## config.mk

```make
export PLATFORM = sky130hd
export DESIGN_NAME = multicycle_ctrl
export DESIGN_NICKNAME = d
export VERILOG_FILES = /design/src/rtl/multicycle_ctrl.sv
export SDC_FILE = /design/constraint.sdc
export NUM_CORES = 1
export LEC_CHECK = 0
export CELL_PAD_IN_SITES_DETAIL_PLACEMENT = 1
export CELL_PAD_IN_SITES_GLOBAL_PLACEMENT = 1
export CORE_MARGIN = 5
export CORE_UTILIZATION = 35
export DETAILED_ROUTE_END_ITERATION = 10
export GPL_TIMING_DRIVEN = 0
export PLACE_DENSITY_LB_ADDON = 0.25
export SETUP_SLACK_MARGIN = 0.2
export SLEW_MARGIN = 20
export SYNTH_ARGS = -nofsm -noshare
export SYNTH_HDL_FRONTEND = slang
export SYNTH_SLANG_ARGS = --single-unit
export TNS_END_PERCENT = 5
```

## constraint.sdc

```tcl
create_clock -name clk -period 3.6 [get_ports clk]
set_input_delay 0.54 -clock clk [delete_from_list [all_inputs] [get_ports clk]]
set_output_delay 0.54 -clock clk [all_outputs]
set_load 0.01 [all_outputs]
```

## src/rtl/multicycle_ctrl.sv

```systemverilog
// Multicycle sequencing controller for the MIPS-subset datapath.
// Steps one instruction through fetch/decode/execute/memory/writeback.
module multicycle_ctrl #(
   parameter int WAIT_LIMIT = 15
) (
   input  logic       clk,
   input  logic       rst_n,
   input  logic [5:0] opcode,
   input  logic       zero,
   input  logic       mem_ready,
   output logic       PCWE,
   output logic       IorD,
   output logic       IRWE,
   output logic       MtoRFSel,
   output logic       RFDSel,
   output logic       RFWE,
   output logic       DMWE,
   output logic       ALUSrcA,
   output logic [1:0] ALUSrcB,
   output logic [1:0] ALUOp,
   output logic [1:0] PCSrc,
   output logic [3:0] state,
   output logic       retire,
   output logic       illegal,
   output logic       mem_err
);

   typedef enum logic [3:0] {
      S_FETCH  = 4'd0,
      S_DECODE = 4'd1,
      S_MEMADR = 4'd2,
      S_MEMRD  = 4'd3,
      S_MEMWB  = 4'd4,
      S_MEMWR  = 4'd5,
      S_EXEC   = 4'd6,
      S_ALUWB  = 4'd7,
      S_BRANCH = 4'd8,
      S_ADDIEX = 4'd9,
      S_ADDIWB = 4'd10,
      S_JUMP   = 4'd11
   } state_t;

   localparam logic [5:0] OP_LW   = 6'b100011;
   localparam logic [5:0] OP_SW   = 6'b101011;
   localparam logic [5:0] OP_R    = 6'b000000;
   localparam logic [5:0] OP_ADDI = 6'b001000;
   localparam logic [5:0] OP_BEQ  = 6'b000100;
   localparam logic [5:0] OP_J    = 6'b000010;

   localparam logic [7:0] LIM = 8'(WAIT_LIMIT);

   state_t     st_q, st_d;
   logic [7:0] cnt_q, cnt_d;
   logic       timeout;

   logic pcwe, irwe, rfwe, dmwe;
   logic ret, ill, err;

   // this cycle would be the WAIT_LIMIT-th consecutive not-ready cycle
   assign timeout = !mem_ready && (cnt_q == LIM - 8'd1);

   always_ff @(posedge clk or negedge rst_n) begin
      if (!rst_n) begin
         st_q  <= S_FETCH;
         cnt_q <= 8'd0;
      end else begin
         st_q  <= st_d;
         cnt_q <= cnt_d;
      end
   end

   always_comb begin
      st_d     = S_FETCH;
      cnt_d    = 8'd0;
      pcwe     = 1'b0;
      irwe     = 1'b0;
      rfwe     = 1'b0;
      dmwe     = 1'b0;
      ret      = 1'b0;
      ill      = 1'b0;
      err      = 1'b0;
      IorD     = 1'b0;
      MtoRFSel = 1'b0;
      RFDSel   = 1'b0;
      ALUSrcA  = 1'b0;
      ALUSrcB  = 2'b00;
      ALUOp    = 2'b00;
      PCSrc    = 2'b00;
      unique case (st_q)
         S_FETCH: begin
            ALUSrcB = 2'b01;
            irwe    = mem_ready;
            pcwe    = mem_ready;
            st_d    = mem_ready ? S_DECODE : S_FETCH;
         end
         S_DECODE: begin
            ALUSrcB = 2'b11;
            case (opcode)
               OP_LW,
               OP_SW:   st_d = S_MEMADR;
               OP_R:    st_d = S_EXEC;
               OP_ADDI: st_d = S_ADDIEX;
               OP_BEQ:  st_d = S_BRANCH;
               OP_J:    st_d = S_JUMP;
               default: begin
                  st_d = S_FETCH;
                  ill  = 1'b1;
               end
            endcase
         end
         S_MEMADR: begin
            ALUSrcA = 1'b1;
            ALUSrcB = 2'b10;
            st_d    = (opcode == OP_LW) ? S_MEMRD : S_MEMWR;
         end
         S_MEMRD: begin
            IorD = 1'b1;
            if (mem_ready) begin
               st_d = S_MEMWB;
            end else if (timeout) begin
               st_d = S_FETCH;
               err  = 1'b1;
            end else begin
               st_d  = S_MEMRD;
               cnt_d = cnt_q + 8'd1;
            end
         end
         S_MEMWB: begin
            MtoRFSel = 1'b1;
            rfwe     = 1'b1;
            ret      = 1'b1;
         end
         S_MEMWR: begin
            // DMWE held through an abort; memory qualifies it with mem_ready
            IorD = 1'b1;
            dmwe = 1'b1;
            if (mem_ready) begin
               ret = 1'b1;
            end else if (timeout) begin
               err = 1'b1;
            end else begin
               st_d  = S_MEMWR;
               cnt_d = cnt_q + 8'd1;
            end
         end
         S_EXEC: begin
            ALUSrcA = 1'b1;
            ALUOp   = 2'b10;
            st_d    = S_ALUWB;
         end
         S_ALUWB: begin
            RFDSel = 1'b1;
            rfwe   = 1'b1;
            ret    = 1'b1;
         end
         S_BRANCH: begin
            ALUSrcA = 1'b1;
            ALUOp   = 2'b01;
            PCSrc   = 2'b01;
            pcwe    = zero;
            ret     = 1'b1;
         end
         S_ADDIEX: begin
            ALUSrcA = 1'b1;
            ALUSrcB = 2'b10;
            st_d    = S_ADDIWB;
         end
         S_ADDIWB: begin
            rfwe = 1'b1;
            ret  = 1'b1;
         end
         S_JUMP: begin
            PCSrc = 2'b10;
            pcwe  = 1'b1;
            ret   = 1'b1;
         end
         default: st_d = S_FETCH;
      endcase
   end

   // enables and pulses are squashed the moment reset falls
   assign PCWE    = pcwe & rst_n;
   assign IRWE    = irwe & rst_n;
   assign RFWE    = rfwe & rst_n;
   assign DMWE    = dmwe & rst_n;
   assign retire  = ret & rst_n;
   assign illegal = ill & rst_n;
   assign mem_err = err & rst_n;
   assign state   = st_q;

endmodule

```

# Yosys cells after proc, flatten, opt, wreduce, memory -nomap -nowiden
# Cells that the tools add are included.
# word_totals
register_bits,12
inputBits,10
out_inout_bits,21
elab_cells,67
# classes
add_sub_neg,1
n_eq_ne,17
muxes,29
bitwise_logic,7
reduce_logical,11
# op_table
operator,n
$pmux W4 S7,1
$mux W8,3
$pmux W4 S5,1
$eq A4 B3 Y1 const B,4
$eq A4 B4 Y1 const B,4
$mux W1,14
$eq A6 B6 Y1 const B,2
$mux W3,4
$add A8 B1 Y8 const B,1
$eq A4 B2 Y1 const B,2
$eq A8 B4 Y1 const B,1
$pmux W2 S2,2
$and A1 B1 Y1,7
$eq A6 B2 Y1 const B,1
$eq A6 B3 Y1 const B,1
$eq A6 B4 Y1 const B,1
$logic_not A6 Y1,1
$pmux W2 S3,1
$reduce_or A2 Y1,3
$reduce_or A6 Y1,1
$reduce_or A5 Y1,1
$eq A4 B1 Y1 const B,1
$logic_not A4 Y1,1
$reduce_or A4 Y1,1
other kinds (6),6

# Logic depth before layout (Yosys ltp)
# Gate-level depths: netlist of the first run.
# depth
depth_word,6
mapped_depth,5
ltp_nobuf,5

# Worst setup path after synthesis of the first run
# Ideal clock, no wire load.
# synth_timing
kind,flip-flop to output port
startpoint,register st_q[1] (netlist: state[1])
endpoint,output port mem_err
arrival_time_ns,1.242
required_time_ns,3.060
slack_ns,1.818
path_stages_with_launch,6
path_buffers,1
path_cell_list,dfrtp_1 -> buf_2 -> xnor2_1 -> nor3b_4 -> nand3b_1 -> nor2_1
# synth_between
elab_chain_len,4
word_cells_on_any_way,5
# synth_lines
item,line,rtl
"start, declared",52,"state_t st_q, st_d;"
"start signal, assigned",67,st_q <= st_d;
$eq A4 B3 Y1 or $eq A4 B2 Y1 (tied branches),89,unique case (st_q)
$reduce_or A2 Y1 (no line) *,-,
$mux W1 *,-,
$and A1 B1 Y1 *,188,assign mem_err = err & rst_n;
"end, declared",25,output logic mem_err
# Every way passes the cells marked *; elsewhere a longest branch is shown, timed or not.

# Worst setup path after layout of the first run
# layout_timing
startpoint,input port rst_n
endpoint,output port retire
# layout_between
elab_chain_len,1
# layout_lines
item,line,rtl
"start, declared",7,"input logic rst_n,"
$and A1 B1 Y1,186,assign retire = ret & rst_n;
"end, declared",23,"output logic retire,"
# No other way between the ends.

==> results of run 1 <==
## state kept, by name (all words and copies together) (netlist names)
register  flops
state         4
cnt_q         8
## routing by layer
metal	GRT usage [%]	routed length, um
met1	21.3	1170
met2	28.0	1330
met3	5.24	177
met4	2.73	0
met5	0	0
## final cells by class
type                            instances  area, sq um
Fill cell                             313         1210
Tap cell                               30         37.5
Inverter                                2         7.51
Buffer                                  7         36.3
Multi-Input combinational cell         93          589
Timing Repair Buffer                   30          300
Clock buffer                            4         36.3
Sequential cell                        12          300
## worst min path at each step
stage / endpoint / startpoint / cells after the start / slack (ns)
2_1_floorplan: cnt_q[0]$_DFF_PN0_ / rst_n / 0 / 0.24
3_3_place_gp: cnt_q[0]$_DFF_PN0_ / cnt_q[0]$_DFF_PN0_ / 1 / 0.52
3_5_place_dp: cnt_q[0]$_DFF_PN0_ / cnt_q[0]$_DFF_PN0_ / 1 / 0.52
4_1_cts: cnt_q[0]$_DFF_PN0_ / cnt_q[0]$_DFF_PN0_ / 1 / 0.54
5_1_grt: cnt_q[0]$_DFF_PN0_ / cnt_q[0]$_DFF_PN0_ / 1 / 0.59
6_report: cnt_q[0]$_DFF_PN0_ / cnt_q[0]$_DFF_PN0_ / 1 / 0.53
## metrics by stage
step | hold WS [ns] | instances | power (mW) | area [sq um]
2_1_floorplan | 0.244 | 114 | 0.333 | 933
4_1_cts | 0.536 | 178 | 0.585 | 1310
5_1_grt | 0.591 | 178 | 0.625 | 1310
3_5_place_dp | 0.515 | 174 | 0.477 | 1270
3_3_place_gp | 0.516 | 174 | 0.469 | 1270
6_report | 0.535 | 178 | 0.579 | 1310
## worst max-delay path, cell delays in order
cell             delay, ns
clkdlybuf4s50_1       0.97
o21ai_0               0.20
nor3_1                0.22
clkdlybuf4s50_1       0.56
## kinds of logic after synthesis
logic type	Yosys count	share of synthesized area [%]
fa+ha+maj	2	2.68
xor+xnor	9	8.45
buf+inv	9	4.69
mux	1	1.07
simple gates	61	35.3
flops	12	32.2
compound gates	20	15.7
## cell usage after synthesis
| master | count |
|---|---|
| ha_1 | 2 |
| nand2b_1 | 6 |
| nor4_2 | 1 |
| and3_1 | 2 |
| xor2_1 | 6 |
| dfrtp_1 | 12 |
| or3_1 | 1 |
| buf_4 | 1 |
| o311ai_1 | 1 |
| inv_1 | 2 |
| o21a_1 | 2 |
| o211ai_1 | 1 |
| nand3_1 | 7 |
| buf_2 | 5 |
| nor3_1 | 6 |
| nor3b_4 | 1 |
| and2_0 | 1 |
| nand4_1 | 2 |
| o32ai_1 | 1 |
| a21oi_1 | 6 |
| a311oi_1 | 1 |
| and2_1 | 2 |
| a31oi_2 | 1 |
| nor4_1 | 1 |
| nand2_2 | 1 |
| mux2i_1 | 1 |
| nor2_1 | 19 |
| a211oi_2 | 2 |
| nand3b_1 | 2 |
| nand2_1 | 5 |
| xnor2_1 | 3 |
| o22ai_1 | 1 |
| clkbuf_1 | 1 |
| nor2b_1 | 3 |
| a2bb2oi_1 | 1 |
| o21ai_0 | 3 |
| and4_1 | 1 |
## power breakdown
group          total [mW]  internal (mW)  switching, mW
clock network       0.108         0.0615         0.0460
logic               0.312          0.151          0.161
registers           0.160          0.146         0.0135
==> impl_metrics.json, run 1 <==
{
  "rsz0062_at_grt": "false",
  "ctsHoldBuffers": 0,
  "synthToLayoutAreaGrowth_pct": 40.1,
  "die_w_um": 61.6,
  "vdd_drop_max_v": 0.000245,
  "grt_use_total_pct": 16.7,
  "fmax_mhz": 329,
  "synth_seq_area_share_pct": 32.2,
  "totalWireLength_mm": 2.68,
  "mostFrequentLayoutCell": "clkdlybuf4s50_1",
  "reg2reg_slack_ns": 2.17,
  "cts_sinks": 12,
  "fin_crit_ns": 3.04,
  "cts_buffers": 3,
  "ctsResizeCount": 0,
  "drt_pass1_iterations": 4,
  "antenna_found_initial": 0,
  "cp-endpoint": "retire",
  "row_count": 18,
  "r2r-end": "state[0]$_DFF_PN0_",
  "cts_tree": "built",
  "syn_inst": 114,
  "cp-end-kind": "output port",
  "rr_worst_depth": 4,
  "fin_crit_sh_pct": 84.3,
  "io_pins": 31,
  "setup_ws_ns": 0.564,
  "synth_top_area_share_pct": 32.2,
  "final_core_util_pct": 51.8,
  "cp.arrival_ns": 2.50,
  "crit_fanout": 19,
  "tightest_slew_ns": 0.771,
  "p_leak_nw": 0.511,
  "overflow": 0,
  "yosysWarnings": 0,
  "clk_pin_slew_ns": 0.07,
  "slew_headroom_pct": 48.5,
  "crit_type": "in -> out",
  "powerDensity_mw_per_mm2": 443,
  "die_h_um": 61.6,
  "preCtsSetupSlack_ns": 0.517,
  "num_vias": 937,
  "hpwl_mm": 2.14,
  "avgSynthCellArea_sq_um": 8.19,
  "layout-drive-gt1-share_pct": 10.8,
  "nets": 161,
  "finalSetupViolations": 0,
  "synth_cell_types": 37,
  "insertion_delay_ns": 0.28,
  "slew_viol_final": 0,
  "mappedNetlistArea_sq_um": 933,
  "clockRootBuffer": "clkbuf_4",
  "cts_max_level": 1,
  "post-route-drc-count": 0,
  "drv_cap": 0,
  "ant_nets": 0,
  "clk_path_buf_depth": 2,
  "tns_ns": 0,
  "wl_per_cell_um": 15.0,
  "grt_pass1_vias": 963,
  "start_kind": "primary input",
  "crit_required_ns": 3.06,
  "synth_seq_cells": 12,
  "start_util_pct": 37.0,
  "ys_top_cells_by_area": "dfrtp_1, nor2_1, xor2_1",
  "reg2reg_from": "cnt_q[5]$_DFF_PN0_",
  "diodes": 0,
  "routed_via_density": 5.26,
  "drt_iter0_markers": 18,
  "grt_pass1_wl_mm": 4.72,
  "syn_nets": 126,
  "fin_skew_ns": 0.00559,
  "grt_max_degree": 20,
  "min_path_type": "reg -> reg",
  "fp.coreArea_sq_mm": 0.00252,
  "layout_common_cells": "clkdlybuf4s50_1, nor2_1, dfrtp_1",
  "crit_path_start": "rst_n",
  "die_area_sq_mm": 0.00380,
  "cts_setup_buffers": 0,
  "status": "completed",
  "finalHoldViolations": 0,
  "place.gp.congestion": 0.809,
  "io_buffers": 30,
  "synth_top_area_cell": "dfrtp_1"
}
Power figures use the tool's default switching activity.
==> run 2, diff against run 1 <==
- CORE_UTILIZATION: 35 -> 32
- clock period: 3.6 -> 3.2 ns (I/O delays scaled with it)
==> impl_metrics.json, run 2 (same netlist as run 1, synthesis figures left out) <==
{
  "slew_headroom_pct": 51.4,
  "layout_common_cells": "clkdlybuf4s50_1, nor2_1, dfrtp_1",
  "clockRootBuffer": "clkbuf_4",
  "cpMostUsedCell": "clkdlybuf4s50_1",
  "start_util_pct": 33.6,
  "crit_fanout": 5,
  "overflow": 0,
  "routed_via_density": 5.32,
  "fillerInstances": 350,
  "ctsHoldBuffers": 0,
  "rsz0062_at_grt": "false",
  "nets": 161,
  "ant_nets": 0,
  "tightest_slew_ns": 0.730,
  "cp_cell_sequence": "clkdlybuf4s50_1 > or3_1 > a211oi_2 > a311oi_1 > clkdlybuf4s50_1",
  "start_kind": "primary input",
  "drv_cap": 0,
  "final_core_util_pct": 47.0,
  "crit_type": "in -> out",
  "totalWireLength_mm": 2.71,
  "status": "completed",
  "slowest_delay_ns": 0.50,
  "crit_required_ns": 2.72,
  "vdd_drop_max_v": 0.000297,
  "antenna_found_initial": 0,
  "fp.coreArea_sq_mm": 0.00278,
  "grt_pass1_wl_mm": 4.74,
  "die_area_sq_mm": 0.00410,
  "slew_viol_final": 0,
  "p_leak_nw": 0.512,
  "grt_pass1_vias": 1021,
  "wl_per_cell_um": 15.2,
  "cts_buffers": 3,
  "die_h_um": 64.0,
  "io_buffers": 30,
  "fin_crit_sh_pct": 84.5,
  "cp.arrival_ns": 2.22,
  "drt_iter0_markers": 14,
  "tns_ns": 0,
  "multiInputGateArea_sq_um": 589,
  "largest_reg_flops": 8,
  "die_w_um": 64.0,
  "drt_pass1_iterations": 3,
  "insertion_delay_ns": 0.27,
  "clk_pin_slew_ns": 0.08,
  "cpMaxStageDelayCell": "clkdlybuf4s50_1",
  "cts_tree": "built",
  "synthToLayoutAreaGrowth_pct": 40.1,
  "fmax_mhz": 370,
  "diodes": 0,
  "min_path_type": "in -> async",
  "seqCellArea_sq_um": 300,
  "io_pins": 31,
  "layout-drive-gt1-share_pct": 10.8,
  "fin_crit_ns": 2.70,
  "fin_skew_ns": 0.00536,
  "num_vias": 952,
  "clk_path_buf_depth": 2,
  "post-route-drc-count": 0,
  "powerDensity_mw_per_mm2": 497,
  "finalSetupViolations": 0,
  "hpwl_mm": 2.22,
  "mostFrequentLayoutCell": "clkdlybuf4s50_1",
  "row_count": 19,
  "cts_max_level": 1,
  "cp-end-kind": "output port",
  "place.gp.congestion": 0.839,
  "grt_use_total_pct": 14.3,
  "finalHoldViolations": 0,
  "grt_max_degree": 20,
  "cts_setup_buffers": 0,
  "regMostFlops": "cnt_q",
  "cts_sinks": 12
}
## run 2: metrics by stage
| stage | setup WS (ns) | hold WS [ns] | cells | power, mW | instance area, sq um |
|---|---|---|---|---|---|
| after floorplan | 1.48 | 0.184 | 114 | 0.375 | 933 |
| after global placement | 0.223 | 0.503 | 175 | 0.528 | 1270 |
| after detailed placement | 0.194 | 0.512 | 175 | 0.538 | 1270 |
| after CTS | 0.460 | 0.385 | 179 | 0.661 | 1310 |
| after global routing | 0.350 | 0.408 | 179 | 0.702 | 1310 |
| final | 0.496 | 0.366 | 179 | 0.649 | 1310 |
## run 2: per-layer routing
layer	vias to the layer above	part of all wire, %	global-route usage [%]
li1	472	-	-
met1	459	45	16.9
met2	19	51	25.1
met3	2	4.5	3.68
met4	0	0.29	4.16
met5	-	0	0
## run 2: worst paths after layout
path / to / depth (start not counted) / slack (ns) / start
worst max-delay path: illegal / 5 / 0.50 / opcode[3]
worst min-delay path: cnt_q[4]$_DFF_PN0_ / 1 / 0.37 / rst_n
worst max register to register: state[0]$_DFF_PN0_ / 4 / 1.74 / cnt_q[5]$_DFF_PN0_
worst min register to register: cnt_q[0]$_DFF_PN0_ / 1 / 0.51 / cnt_q[0]$_DFF_PN0_
max in group asynchronous: cnt_q[0]$_DFF_PN0_ / 1 / 2.37 / rst_n
min in group clk: cnt_q[0]$_DFF_PN0_ / 1 / 0.51 / cnt_q[0]$_DFF_PN0_
## run 2: cell type report
cell class                 instances  share of cell area [%]
tap                               31                    2.97
buffer                             7                    2.78
sequential                        12                    23.0
multi-input combinational         93                    45.1
timing repair buffer              30                    22.9
inverter                           2                   0.574
clock buffer                       4                    2.78
## run 2: report_power, final
part | switching [mW] | leakage [nW] | internal (mW)
clock | 0.0516 | 0.0210 | 0.0691
sequential | 0.0149 | 0.165 | 0.165
combinational | 0.180 | 0.326 | 0.169
## run 2: what timing repair did
action,4_1_cts,5_1_grt
hold endpoints to repair,0,0
resized for setup,1,0
endpoints found under the setup margin,1,0
## run 2: worst max-delay path: cells and delay by family
kind / cells / cell delay, ns
AO/OA/AOI/OAI: 2 / 0.38
AND/OR/NAND/NOR: 1 / 0.36
buffers and inverters: 2 / 1.00
==> run 3, diff against run 2 <==
- clock period: 3.2 -> 2.7 ns (I/O delays scaled with it)
==> impl_metrics.json, run 3 (same netlist as run 1, synthesis figures left out) <==
{
  "status": "completed",
  "die_h_um": 64.0,
  "powerDensity_mw_per_mm2": 589,
  "layout-drive-gt1-share_pct": 11.5,
  "fp.coreArea_sq_mm": 0.00278,
  "nets": 161,
  "grt_pass1_vias": 1020,
  "worst-path-buf-inv": 2,
  "cts_tree": "built",
  "fillerInstances": 353,
  "clockPowerShare_pct": 18.6,
  "fin_crit_ns": 2.48,
  "row_count": 19,
  "hpwl_mm": 2.22,
  "tightest_slew_ns": 0.428,
  "io_buffers": 30,
  "fin_skew_ns": 0.00534,
  "start_kind": "flop",
  "die_area_sq_mm": 0.00410,
  "mostFrequentLayoutCell": "clkdlybuf4s50_1",
  "regMostFlops": "cnt_q",
  "seqPwrFrac_pct": 27.8,
  "drt_pass1_iterations": 3,
  "comb_power_share_pct": 53.6,
  "crit_type": "reg -> out",
  "post-route-drc-count": 0,
  "overflow": 0,
  "drv_cap": 0,
  "cpMaxStageDelayCell": "clkdlybuf4s50_1",
  "dp_cells": 175,
  "cts_max_level": 1,
  "place.gp.congestion": 0.839,
  "final_core_util_pct": 46.8,
  "cts_sinks": 12,
  "p_leak_nw": 0.515,
  "clk_path_buf_depth": 2,
  "num_vias": 953,
  "fin_crit_sh_pct": 91.7,
  "whs_ns": 0.0429,
  "finalHoldViolations": 0,
  "slowest_delay_ns": 0.54,
  "antenna_found_initial": 0,
  "synthToLayoutAreaGrowth_pct": 39.5,
  "io_pins": 31,
  "finalSetupViolations": 0,
  "fmax_mhz": 404,
  "p_int_uw": 475,
  "grt_use_total_pct": 14.4,
  "drt_iter0_markers": 15,
  "cp_cell_sequence": "buf_2 > nor2_1 > nand3b_1 > a21oi_1 > clkdlybuf4s50_1",
  "min_path_type": "in -> async",
  "diodes": 0,
  "cp-end-kind": "output port",
  "fin_cells": 179,
  "clockRootBuffer": "clkbuf_4",
  "layout_common_cells": "clkdlybuf4s50_1, nor2_1, dfrtp_1",
  "totalWireLength_mm": 2.71,
  "grt_pass1_wl_mm": 4.76,
  "wl_per_cell_um": 15.1,
  "rsz0062_at_grt": "true",
  "vdd_drop_max_v": 0.000348,
  "slew_headroom_pct": 71.4,
  "largest_reg_flops": 8,
  "clk_pin_slew_ns": 0.08,
  "routed_via_density": 5.32,
  "grt_max_degree": 20,
  "swShare_pct": 38.0,
  "die_w_um": 64.0,
  "p_switching_uw": 292,
  "cp.arrival_ns": 2.07,
  "cts_buffers": 3,
  "ant_nets": 0,
  "slew_viol_final": 0,
  "insertion_delay_ns": 0.27,
  "ctsHoldBuffers": 0,
  "path_delay_family": "buffers and inverters",
  "crit_required_ns": 2.30,
  "start_util_pct": 33.6,
  "crit_fanout": 10
}
-- run 3: final timing paths --
| check | startpoint | end | slack [ns] | cells past startpoint |
|---|---|---|---|---|
| setup / recovery | state[3]$_DFF_PN0_ | PCWE | 0.22 | 5 |
| hold / removal | rst_n | cnt_q[4]$_DFF_PN0_ | 0.04 | 1 |
| setup reg to reg | cnt_q[5]$_DFF_PN0_ | state[0]$_DFF_PN0_ | 1.24 | 4 |
| hold reg to reg | cnt_q[0]$_DFF_PN0_ | cnt_q[0]$_DFF_PN0_ | 0.51 | 1 |
| max in group asynchronous | rst_n | cnt_q[0]$_DFF_PN0_ | 2.36 | 1 |
| min in group clk | cnt_q[0]$_DFF_PN0_ | cnt_q[0]$_DFF_PN0_ | 0.51 | 1 |
-- run 3: worst register-to-register path: cells and delay by family (launching register included) --
| kind | cells | cell delay (ns) |
|---|---|---|
| AO/OA/AOI/OAI | 2 | 0.32 |
| flip-flops | 1 | 0.44 |
| AND/OR/NAND/NOR | 2 | 0.57 |
-- run 3: area by class of cell --
| type | count | area, sq um | share of cell area (%) |
|---|---|---|---|
| inverter | 2 | 7.51 | 0.576 |
| sequential | 12 | 300 | 23.1 |
| timing repair buffer | 30 | 294 | 22.6 |
| clock buffer | 4 | 36.3 | 2.79 |
| tap | 31 | 38.8 | 2.98 |
| buffer | 7 | 36.3 | 2.79 |
| multi-input combinational | 93 | 589 | 45.2 |
-- run 3: per-stage QoR --
step / area [sq um] / TNS [ns] / total power, mW / worst slack, ns
floorplan: 933 / 0 / 0.444 / 1.05
global placement: 1270 / -0.213 / 0.626 / -0.127
detailed placement: 1270 / -0.287 / 0.637 / -0.156
CTS: 1310 / 0 / 0.781 / 0.145
global route: 1300 / 0 / 0.829 / 0.0649
finish: 1300 / 0 / 0.767 / 0.224
-- run 3: what timing repair did --
item	in CTS	in global routing
setup buffers	0	0
resized for setup	3	1
setup endpoints to repair	7	5
-- run 3: power by group through the flow --
| stage | registers, mW | logic (mW) | clock network, mW |
|---|---|---|---|
| after floorplan | 0.220 | 0.225 | 0 |
| after global placement | 0.217 | 0.409 | 0 |
| after detailed placement | 0.217 | 0.420 | 0 |
| after CTS | 0.213 | 0.418 | 0.151 |
| after global routing | 0.217 | 0.454 | 0.158 |
| final | 0.213 | 0.411 | 0.143 |
-- run 3: layer usage --
metal / track usage [%] / part of all wire [%]
met4: 4.16 / 0.30
met3: 3.68 / 4.5
met2: 25.1 / 51
met5: 0 / 0
met1: 17.1 / 44
==> RTL change 1: new RTL, flow settings as in run 3 <==
Make the reset (`rst_n`) synchronous in one clocked block.
--- a/src/rtl/multicycle_ctrl.sv
+++ b/src/rtl/multicycle_ctrl.sv
@@ -59,7 +59,7 @@
    // this cycle would be the WAIT_LIMIT-th consecutive not-ready cycle
    assign timeout = !mem_ready && (cnt_q == LIM - 8'd1);
 
-   always_ff @(posedge clk or negedge rst_n) begin
+   always_ff @(posedge clk) begin
       if (!rst_n) begin
          st_q  <= S_FETCH;
          cnt_q <= 8'd0;
Function: differs if rst_n is asserted again (counterexample within 4 cycles, from zero or initial values and one cycle with rst_n low); with rst_n held inactive, the same outputs for 10 cycles.
==> RTL change 1 against run 3 <==
Sequential cell count unchanged. Final area fell by 2.1%. Worst setup slack improved by 0.037 ns. Hold slack gained 0.44 ns. Synthesized area fell by 2.4%. Wire length increased by 9.2%.
Power is not compared: it rests on default switching activity, and its combinational part moved more than twofold at a synthesized area within 25%.
==> RTL change 1: results (changes against run 3) <==
[run_status]
status=finished clean

[global_route]
use_met3=0.0284  ; -0.00836
grtUsageTotal=0.152  ; +0.00872
grt_pass1_vias=1105  ; +8.3%
grt_pass1_wl_um=5090  ; +6.8%
global_route.usage.met1=0.181  ; +0.00916
grt_max_degree=11  ; -45%
grt.met2_usage=0.279  ; +0.0279

[placed_design]
place_congestion=0.828  ; -1.4%
placedInstanceArea_mm2=0.00125  ; -1.8%
dp_hpwl_um=2290  ; +3.1%

[drt]
drt_iter0_markers=10  ; -5
via_per_inst=5.46  ; +2.6%
drt_pass1_iterations=4  ; +1
wirelength_um=2960  ; +9.2%

[setup_path]
worstReg2RegEnd=state[1]$_SDFF_PN0_
r2r_slack_ns=1.31  ; +0.07 ns
critPathMaxFanout=6  ; -4
r2r-start=state[1]$_SDFF_PN0_
reg2regPathDepth=5  ; +1
cp-startpoint=mem_ready
critPathKind=in -> out

[timing]
skew_ns=0.000583  ; -0.00476 ns
max-slew-margin-rel=0.764  ; +0.0494

[synth]
synthArstFlopShare=0  ; -1.00
synth_common_cells=nor2_1, dfxtp_1, nand2_1, nor3_1
synthesis.nets=135  ; +7.1%
yosysUniqueCellTypes=38  ; +2.7%
synth_area_leaders=dfxtp_1, nor2_1, xor2_1

[min_path]
hp-class=reg -> reg

[cells_and_area]
num-nets-final=170  ; +5.6%

## RTL change 1: cell types whose count changed in the layout (fill, tap and decap cells not counted), sizes merged, moves of 3 or more
cell | before | now
o21ai | 3 | 7
and3 | 2 | 5
nor3 | 6 | 11
nand2 | 6 | 11
nand3 | 7 | 2
dfrtp | 12 | 0
dfxtp | 0 | 12
## RTL change 1: what timing repair did
item | in CTS | in global routing
pin swaps | 0 | 0
hold buffers | 0 | 0
setup endpoints to repair | 2 | 3
resized for setup | 1 | 3
## RTL change 1: logic make-up (layout without fill, tap and decap cells)
family	Yosys count	in the layout	synth area share
compound gates	25	25	0.188
buf+inv	10	43	0.0687
simple gates	64	64	0.354
fa+ha+maj	2	2	0.0275
xor+xnor	9	9	0.0865
flops	12	12	0.264
mux	1	1	0.0110
## RTL change 1: worst max-delay path, cell delays in order
cell and delay (ns):
clkdlybuf4s50_1 0.65, nand2_1 0.15, mux2i_1 0.14, and3_1 0.16, clkdlybuf4s50_1 0.53
## RTL change 1: layer usage
metal / up-vias / part of all wire
met3: 2 / 0.016
met4: 0 / 0.0071
li1: 500 / -
met5: - / 0
met1: 500 / 0.43
met2: 19 / 0.55
## RTL change 1: final cells by class
class / count / area [µm²]
buffer: 6 / 47.5
clock buffer: 3 / 22.5
fill: 357 / 1460
inverter: 4 / 15.0
multi-input combinational: 101 / 609
sequential: 12 / 240
tap: 31 / 38.8
timing repair buffer: 30 / 302
## RTL change 1: worst min path at each step
stage | to | slack (ns) | cells past startpoint
finish | cnt_q[0]$_SDFF_PP0_ | 0.49 | 1
global route | cnt_q[0]$_SDFF_PP0_ | 0.54 | 1
CTS | cnt_q[0]$_SDFF_PP0_ | 0.50 | 1
detailed placement | cnt_q[0]$_SDFF_PP0_ | 0.48 | 1
global placement | cnt_q[0]$_SDFF_PP0_ | 0.47 | 1
floorplan | cnt_q[0]$_SDFF_PP0_ | 0.44 | 1
## RTL change 1: through the flow
step           utilization  hold slack [ns]  std cells  power [W]  worst slack (ns)
2_1_floorplan            -            0.437        123   0.000216              1.07
3_3_place_gp         0.457            0.466        184   0.000254             0.176
3_5_place_dp         0.457            0.477        184   0.000256             0.174
4_1_cts              0.465            0.497        187   0.000368             0.183
5_1_grt              0.466            0.536        187   0.000385             0.149
6_report             0.466            0.487        187   0.000363             0.261
## RTL change 1: power breakdown
part           switching, W  internal, W  leakage, nW
sequential       0.00000162     0.000178       0.0969
combinational     0.0000357    0.0000354        0.362
clock             0.0000605    0.0000516       0.0138
==> RTL change 2: new RTL, flow settings as in run 3 <==
Made on the original files. Change the parameter `WAIT_LIMIT` from 15 to 7.
--- a/src/rtl/multicycle_ctrl.sv
+++ b/src/rtl/multicycle_ctrl.sv
@@ -1,7 +1,7 @@
 // Multicycle sequencing controller for the MIPS-subset datapath.
 // Steps one instruction through fetch/decode/execute/memory/writeback.
 module multicycle_ctrl #(
-   parameter int WAIT_LIMIT = 15
+   parameter int WAIT_LIMIT = 7
 ) (
    input  logic       clk,
    input  logic       rst_n,
Function: changed (Yosys sat finds a counterexample within 10 cycles, from zero or initial values and one cycle with rst_n low).
==> RTL change 2 against run 3 <==
Synthesized area fell by 2.0%. Final area fell by 0.29%. Wire length fell by 0.78%. Critical path depth did not move. Worst setup slack got worse by 0.029 ns. Sequential cell count did not move. Total power rose by 9.9%. Fmax fell by 1.2%. Critical path type is now in -> out. Highest routed layer unchanged.
==> RTL change 2: results (changes against run 3) <==
[clock_tree]
root_buffer=clkbuf_4
clock_path_buffers=2  ; unchanged
post-cts-setup-buffers=0  ; unchanged
clkTransAtPathRegs_ns=0.08  ; about the same

[global_route]
grt_pass1_wl_um=4910  ; +3.2%
grt_pass1_vias=1053  ; +3.2%
grt_max_degree=20  ; unchanged
antenna_found_initial=0  ; unchanged
grtUsageTotal=0.149  ; +0.00572

[placed_design]
dp_hpwl_um=2110  ; -5.1%
post-place-ws_ns=-0.176  ; -0.0198 ns
place_congestion=0.807  ; -3.8%
io_buffers=30  ; unchanged

[setup_path]
worstPathArrival_ns=2.10  ; +0.03 ns
r2r_slack_ns=1.10  ; -0.14 ns
critPathMaxFanout=3  ; -7
reg2regPathDepth=6  ; +2
r2r-start=cnt_q[0]$_DFF_PN0_
worstReg2RegEnd=state[0]$_DFF_PN0_

[pwr]
p_int_w=0.000505  ; +6.4%
p_leak_nw=0.497  ; -3.6%
peakVddDrop_mv=0.452  ; +30%

[drt]
drt_pass1_iterations=2  ; -1
drt_iter0_markers=23  ; +8
drt-wirelength-per-cell_um=14.9  ; -1.9%
via_per_inst=5.41  ; +1.6%

[timing]
hold_violations=0  ; unchanged
holdWs_ns=0.156  ; +0.113 ns
max-slew-margin-rel=0.660  ; -0.0542
finalCriticalPeriod_ns=2.50  ; +0.0292 ns
skew_ns=0.00738  ; +0.00204 ns

[synth]
synth_compound_area_frac=0.156  ; -0.000886
yosysUniqueCellTypes=36  ; -2.7%
muxShareOfSynthArea=0  ; -0.0107
synth-adder-area-share=0.0274  ; +0.000550
synth-seq-area-share=0.328  ; +0.00660
ys_warn_count=0  ; unchanged
synth_area_leaders=dfrtp_1, nor2_1, nor3_1
synthArstFlopShare=1.00  ; unchanged
synth_common_cells=nor2_1, dfrtp_1, nor3_1, nand3_1, a21oi_1
synthFlopType=dfrtp_1
synthesis.nets=128  ; +1.6%
synth-xor-area-share=0.0862  ; +0.00173

[cells_and_area]
drive_above_1_share=0.113  ; -0.00153
largest-register=cnt_q
n_antenna_cell=0  ; unchanged
num-nets-final=163  ; +1.2%

[run_status]
status=finished clean

[min_path]
hp-class=in -> async

RTL change 2: cell types whose count changed after synthesis, sizes merged, moves of 2 or more:
cell,delta
buf,-3
clkbuf,+2
nor2b,-2
nor3,+5
o21ai,+2
RTL change 2: critical path, cell delays in order:
cell,delay [ns]
clkdlybuf4s50_1,0.44
or3_1,0.39
a211oi_2,0.28
a211oi_1,0.08
clkdlybuf4s50_1,0.50
RTL change 2: metal layers:
layer	global-route usage	vias to the layer above	part of all wire	wire, µm
met5	0	-	0	0
met4	0.0312	0	0.0071	19
met3	0.0426	2	0.040	107
met2	0.253	19	0.50	1340
met1	0.187	477	0.46	1230
li1	-	481	-	-
RTL change 2: what timing repair did:
| item | 4_1_cts | 5_1_grt |
|---|---|---|
| gates resized for setup | 6 | 3 |
| cloned | 0 | 0 |
| endpoints found under the setup margin | 7 | 8 |
RTL change 2: worst max-delay path by stage:
stage                            start  endpoint  depth (start not counted)
floorplan           state[1]$_DFF_PN0_   illegal                          4
detailed placement               rst_n    retire                          4
finish                       opcode[0]   illegal                          5
global placement                 rst_n    retire                          4
global route        cnt_q[0]$_DFF_PN0_   mem_err                          6
CTS                          opcode[0]   illegal                          5
RTL change 2: cells by family (layout without fill, tap and decap cells):
| group | after synthesis | in the layout |
|---|---|---|
| compound gates | 21 | 21 |
| xor+xnor | 9 | 9 |
| fa+ha+maj | 2 | 2 |
| buf+inv | 8 | 42 |
| flops | 12 | 12 |
| simple gates | 64 | 64 |
RTL change 2: layout make-up:
type / instances / area [µm²]
timing repair buffer: 30 / 300
fill: 350 / 1460
tap: 31 / 38.8
multi-input combinational: 96 / 584
sequential: 12 / 300
buffer: 6 / 31.3
clock buffer: 4 / 36.3
inverter: 2 / 7.51
RTL change 2: power by group through the flow:
stage | Clock [W] | Sequential (W) | Combinational [W]
2_1_floorplan | 0 | 0.000222 | 0.000258
3_3_place_gp | 0 | 0.000216 | 0.000475
3_5_place_dp | 0 | 0.000217 | 0.000485
4_1_cts | 0.000144 | 0.000213 | 0.000491
5_1_grt | 0.000148 | 0.000217 | 0.000543
6_report | 0.000139 | 0.000213 | 0.000491
RTL change 2: stage by stage:
stage               instances  instance area (µm²)
floorplan                 116                  915
global placement          177                 1250
detailed placement        177                 1250
CTS                       181                 1290
global route              181                 1300
finish                    181                 1300
